==> config.mk <==
export PLATFORM = sky130hd
export DESIGN_NAME = sram_port_ctrl
export DESIGN_NICKNAME = d
export VERILOG_FILES = /design/src/rtl/sram_port_ctrl.sv
export SDC_FILE = /design/constraint.sdc
export NUM_CORES = 1
export LEC_CHECK = 0
export BUFFER_PORTS_ARGS = -buffer_cell sky130_fd_sc_hd__buf_2
export CELL_PAD_IN_SITES_DETAIL_PLACEMENT = 1
export CELL_PAD_IN_SITES_GLOBAL_PLACEMENT = 1
export CORE_MARGIN = 2
export CORE_UTILIZATION = 43
export CTS_CLUSTER_DIAMETER = 40
export DETAILED_ROUTE_END_ITERATION = 12
export GPL_ROUTABILITY_DRIVEN = 0
export PLACE_DENSITY = 0.81
export SKIP_CTS_REPAIR_TIMING = 1
export SYNTH_ARGS = -nofsm -noshare
export SYNTH_HDL_FRONTEND = slang
export SYNTH_SLANG_ARGS = --single-unit
==> constraint.sdc <==
create_clock -name clk0 -period 2.1 [get_ports clk0]
set_clock_uncertainty 0.15 [all_clocks]
set_input_delay 0.315 -clock clk0 [delete_from_list [all_inputs] [get_ports clk0]]
set_output_delay 0.315 -clock clk0 [all_outputs]
set_load 0.01 [all_outputs]
==> src/rtl/sram_port_ctrl.sv <==
// sram_port_ctrl: request/response front end for a single-port synchronous SRAM.
// After reset the whole array is cleared (INIT), then requests are forwarded to
// the SRAM through registered strobes and read data is queued in a small FIFO.
// Read acceptance is credit-limited so the response FIFO can never overflow.
// Optional feature: define SRAM_PORT_CTRL_PERF_EN to add rd_count/wr_count.
module sram_port_ctrl #(
  parameter int unsigned DATA_WIDTH = 2,
  parameter int unsigned ADDR_WIDTH = 3,
  parameter int unsigned RESP_DEPTH = 4
) (
  input  logic                  clk0,
  input  logic                  rst0_n,
  input  logic                  req_valid,
  output logic                  req_ready,
  input  logic                  req_we,
  input  logic [ADDR_WIDTH-1:0] req_addr,
  input  logic [DATA_WIDTH-1:0] req_wdata,
  output logic                  resp_valid,
  input  logic                  resp_ready,
  output logic [DATA_WIDTH-1:0] resp_rdata,
  output logic                  init_done,
  output logic                  csb0,
  output logic                  web0,
  output logic [ADDR_WIDTH-1:0] addr0,
  output logic [DATA_WIDTH-1:0] din0,
  input  logic [DATA_WIDTH-1:0] dout0
`ifdef SRAM_PORT_CTRL_PERF_EN
 ,output logic [15:0]           rd_count
 ,output logic [15:0]           wr_count
`else
`endif
);

  localparam int unsigned RAM_DEPTH = 1 << ADDR_WIDTH;
  localparam int unsigned CNT_W     = ADDR_WIDTH + 1;
  localparam int unsigned PTR_W     = (RESP_DEPTH > 1) ? $clog2(RESP_DEPTH) : 1;
  localparam int unsigned OCC_W     = $clog2(RESP_DEPTH + 1);
  localparam int unsigned SUM_W     = OCC_W + 1;

  typedef enum logic {
    ST_INIT = 1'b0,
    ST_RUN  = 1'b1
  } state_t;

  state_t                state_q, state_d;
  logic [CNT_W-1:0]      init_cnt_q, init_cnt_d;

  logic                  csb0_d, web0_d;
  logic [ADDR_WIDTH-1:0] addr0_d;
  logic [DATA_WIDTH-1:0] din0_d;
  logic                  req_ready_d, resp_valid_d, init_done_d;

  logic                  rd_p1_q, rd_p2_q;
  logic [PTR_W-1:0]      wr_ptr_q, rd_ptr_q;
  logic [OCC_W-1:0]      occ_q, occ_d;
  logic [SUM_W-1:0]      credit_sum_d;
  logic [DATA_WIDTH-1:0] fifo_mem [RESP_DEPTH];

  logic                  accept, accept_rd, push, pop;

  // Handshake decode; req_ready is only ever high in RUN.
  assign accept    = req_valid & req_ready;
  assign accept_rd = accept & ~req_we;
  assign push      = rd_p2_q;
  assign pop       = resp_valid & resp_ready;

  assign resp_rdata = fifo_mem[rd_ptr_q];

  // Pointer advance modulo RESP_DEPTH (depth need not be a power of two).
  function automatic logic [PTR_W-1:0] ptr_inc(input logic [PTR_W-1:0] p);
    return (p == PTR_W'(RESP_DEPTH - 1)) ? '0 : p + PTR_W'(1);
  endfunction

  // FSM state register.
  always_ff @(posedge clk0 or negedge rst0_n) begin
    if (!rst0_n) begin
      state_q    <= ST_INIT;
      init_cnt_q <= '0;
    end else begin
      state_q    <= state_d;
      init_cnt_q <= init_cnt_d;
    end
  end

  // Next state: INIT counts through every address, leaves one edge after the last write.
  always_comb begin
    state_d    = state_q;
    init_cnt_d = init_cnt_q;
    case (state_q)
      ST_INIT: begin
        if (init_cnt_q == CNT_W'(RAM_DEPTH)) begin
          state_d = ST_RUN;
        end else begin
          init_cnt_d = init_cnt_q + CNT_W'(1);
        end
      end
      ST_RUN:  state_d = ST_RUN;
      default: state_d = ST_INIT;
    endcase
  end

  // Next values of the registered outputs.
  always_comb begin
    csb0_d       = 1'b1;
    web0_d       = 1'b1;
    addr0_d      = addr0;
    din0_d       = din0;
    occ_d        = occ_q;
    credit_sum_d = '0;
    req_ready_d  = 1'b0;
    resp_valid_d = 1'b0;
    init_done_d  = 1'b0;

    case (state_q)
      ST_INIT: begin
        if (init_cnt_q != CNT_W'(RAM_DEPTH)) begin
          csb0_d  = 1'b0;
          web0_d  = 1'b0;
          addr0_d = init_cnt_q[ADDR_WIDTH-1:0];
          din0_d  = '0;
        end
      end
      ST_RUN: begin
        if (accept) begin
          csb0_d  = 1'b0;
          web0_d  = ~req_we;
          addr0_d = req_addr;
          din0_d  = req_wdata;
        end
      end
      default: ;
    endcase

    if (push && !pop) begin
      occ_d = occ_q + OCC_W'(1);
    end else if (pop && !push) begin
      occ_d = occ_q - OCC_W'(1);
    end

    // Credit after this edge: reads in both pipe stages plus buffered responses.
    credit_sum_d = SUM_W'(occ_d) + SUM_W'(rd_p1_q) + SUM_W'(accept_rd);
    req_ready_d  = (state_d == ST_RUN) && (credit_sum_d < SUM_W'(RESP_DEPTH));
    resp_valid_d = (occ_d != '0);
    init_done_d  = (state_d == ST_RUN);
  end

  // Output, read-tracking and FIFO control registers.
  always_ff @(posedge clk0 or negedge rst0_n) begin
    if (!rst0_n) begin
      csb0       <= 1'b1;
      web0       <= 1'b1;
      addr0      <= '0;
      din0       <= '0;
      req_ready  <= 1'b0;
      resp_valid <= 1'b0;
      init_done  <= 1'b0;
      rd_p1_q    <= 1'b0;
      rd_p2_q    <= 1'b0;
      wr_ptr_q   <= '0;
      rd_ptr_q   <= '0;
      occ_q      <= '0;
    end else begin
      csb0       <= csb0_d;
      web0       <= web0_d;
      addr0      <= addr0_d;
      din0       <= din0_d;
      req_ready  <= req_ready_d;
      resp_valid <= resp_valid_d;
      init_done  <= init_done_d;
      rd_p1_q    <= accept_rd;
      rd_p2_q    <= rd_p1_q;
      occ_q      <= occ_d;
      if (push) wr_ptr_q <= ptr_inc(wr_ptr_q);
      if (pop)  rd_ptr_q <= ptr_inc(rd_ptr_q);
    end
  end

  // Response storage; dout0 is only sampled on a tracked-read capture edge.
  always_ff @(posedge clk0) begin
    if (push) fifo_mem[wr_ptr_q] <= dout0;
  end

`ifdef SRAM_PORT_CTRL_PERF_EN
  // Saturating counters of RUN-state accepted reads and writes.
  always_ff @(posedge clk0 or negedge rst0_n) begin
    if (!rst0_n) begin
      rd_count <= '0;
      wr_count <= '0;
    end else begin
      if (accept_rd && (rd_count != 16'hFFFF)) rd_count <= rd_count + 16'd1;
      if (accept && req_we && (wr_count != 16'hFFFF)) wr_count <= wr_count + 16'd1;
    end
  end
`else
  // No performance counters in this build.
`endif

endmodule

==> results.json <==
{
  "outcome": "finished clean",
  "dieArea_mm2": 0.00369,
  "drtPass1Iterations": 3,
  "power.switching_uw": 640,
  "netlist_area_mm2": 0.00138,
  "crit_fanout": 5,
  "final_common_cell": "buf_2",
  "synth.area.top_cells": "dfrtp_1 (38%), edfxtp_1 (17%), ha_1 (9.0%)",
  "wl_met3_um": 121,
  "hold_viol_final": 0,
  "synth_top_area_share_pct": 38.0,
  "start_util_pct": 45.3,
  "period_needed_ns": 1.96,
  "ios": 24,
  "finalCritPeriodShare_pct": 93.1,
  "rsz0062_at_grt": "no",
  "vias": 915,
  "io_buffers": 23,
  "p_int_uw": 1280,
  "yosysUniqueCellTypes": 30,
  "finalPower_uw": 1920,
  "drt-vias-per-instance": 4.95,
  "yosys.area.top_type": "dfrtp_1",
  "drv_slew": 0,
  "required_ns": 1.63,
  "cts_tree": "yes",
  "cp-end-kind": "primary output",
  "power_density_mw_per_mm2": 1170,
  "tns_ns": 0,
  "diodes": 0,
  "grt_use_total_pct": 17.4,
  "relSlewSlack_pct": 66.1,
  "fmax_mhz": 511,
  "yosysWarnings": 0,
  "grt_antenna_before_repair": 0,
  "cp_top_family": "multiplexers",
  "drt_iter0_markers": 18,
  "gr-total-overflow": 0,
  "peakVddDrop_uv": 548,
  "dp_hpwl_um": 2020,
  "synthesis.instances": 109,
  "drive_gt1_share_pct": 29.8,
  "cp_cell_sequence": "mux4_2, buf_2",
  "setup_viol": 0,
  "pwr-share-seq_pct": 47.6,
  "final_cell_mix": "buf_2 (23), dfrtp_1 (21), nand2_1 (11)",
  "fin_nets": 162,
  "synth-seq-area-share_pct": 59.2,
  "switching_share_pct": 33.4,
  "grt_pass1_vias": 978,
  "area_delta_synth_final_pct": 18.7,
  "grt_pass1_wl_um": 4420,
  "num_rows": 20,
  "cp.buffers_inverters": 1,
  "fillers": 354,
  "routed.top_layer": "met4",
  "core_area_mm2": 0.00305,
  "leakage_uw": 0.000744,
  "met2WireLength_um": 1430,
  "wl_per_cell_um": 14.6,
  "drcViolationCount": 0,
  "syn-mean-instance-area_um2": 12.7,
  "worstSetupStartpointType": "register",
  "ys_ff_latch": 31,
  "clk_latency_ns": 0.34,
  "max-clock-path-buffers": 2,
  "cts.sinks": 31,
  "die_y_um": 60.7,
  "grt_max_degree": 24,
  "hp-class": "in2reg",
  "htreeDepth": 2,
  "crit_arrival_ns": 1.49,
  "drv_cap": 0,
  "cpPeakStageDelay_ns": 0.54,
  "clockRootBuffer": "clkbuf_4",
  "clkPwrFrac_pct": 20.4,
  "path_class": "reg2out",
  "synth_nets": 131,
  "finalWirelength_um": 2710,
  "worst_slew_pin_slew_ns": 0.509,
  "slowest_stage": "mux4_2",
  "hold_ws_ns": 0.0309,
  "die_w_um": 60.7,
  "drt-met1-wl_um": 1050,
  "combPwrFrac_pct": 32.0,
  "clk_pin_slew_ns": 0.09,
  "cts_made_buffers": 5,
  "antenna_left": 0
}
## registers in the layout, summed over array words and instances, names as in the netlist
signal,cells
fifo_mem,8
init_cnt_q,4
addr0,3
occ_q,3
din0,2
rd_ptr_q,2
wr_ptr_q,2
csb0,1
init_done,1
push,1
rd_p1_q,1
req_ready,1
resp_valid,1
web0,1
## synthesized netlist by cell type, drive strengths merged
library cell / number
dfrtp: 21
nand2: 12
ha: 10
edfxtp: 8
inv: 8
o21ai: 7
mux2: 6
and2: 4
nor2: 4
xnor2: 4
a21oi: 3
a21o: 2
clkbuf: 2
dfstp: 2
mux4: 2
nor3: 2
a211oi: 1
a31oi: 1
and3: 1
and4b: 1
maj3: 1
mux2i: 1
nand3: 1
nand4b: 1
nor2b: 1
o22ai: 1
or3: 1
xor2: 1
## power groups by stage
stage	Clock (uW)	Combinational, uW	Sequential [uW]
finish	391	614	913
global route	435	688	935
CTS	406	626	917
detailed placement	0	617	929
global placement	0	568	912
floorplan	0	379	930
## stage by stage
step                setup slack [ns]  cells  util [%]  cell area [um^2]
floorplan                      0.453    109         -              1380
global placement               0.344    175      50.9              1550
detailed placement             0.238    175      50.9              1550
CTS                            0.117    183      53.1              1620
global route                  0.0822    185      53.8              1640
finish                         0.144    185      53.8              1640
## worst min-delay path, stage by stage
cell	delay, ns
buf_2	0.08
nand2_1	0.04
o21ai_0	0.06
## layout make-up
type                    count  area, um^2  area share, %
well taps                  44        55.1           3.35
clock buffers               8        68.8           4.19
multi-input cells          68         527           32.1
inverters                   8        30.0           1.83
flip-flops and latches     31         818           49.8
repair buffers             26         143           8.69
## cells by family after synthesis
family	synth area share, %
XOR/XNOR	3.17
buffers and inverters	2.72
flip-flops	59.2
adder cells (fa/ha/maj)	9.77
multiplexers	8.87
AND/OR/NAND/NOR	10.1
AO/OA/AOI/OAI	6.15
## per-layer routing
metal | GRT usage (%) | vias to the layer above
li1 | - | 437
met1 | 18.5 | 450
met2 | 28.3 | 18
met3 | 8.10 | 10
met4 | 10.2 | 0
met5 | 0 | -
## final timing paths
path	slack, ns	cells after the start	from	to
max	0.14	2	rd_ptr_q[0]	resp_rdata[0]
min	0.03	3	req_wdata[0]	din0[0]
max reg2reg	0.20	5	push	req_ready
min reg2reg	0.26	0	rd_p1_q	push
max in group asynchronous	1.11	2	rst0_n	csb0
min in group asynchronous	0.31	2	rst0_n	addr0[2]
(Power assumes the default switching activity.)
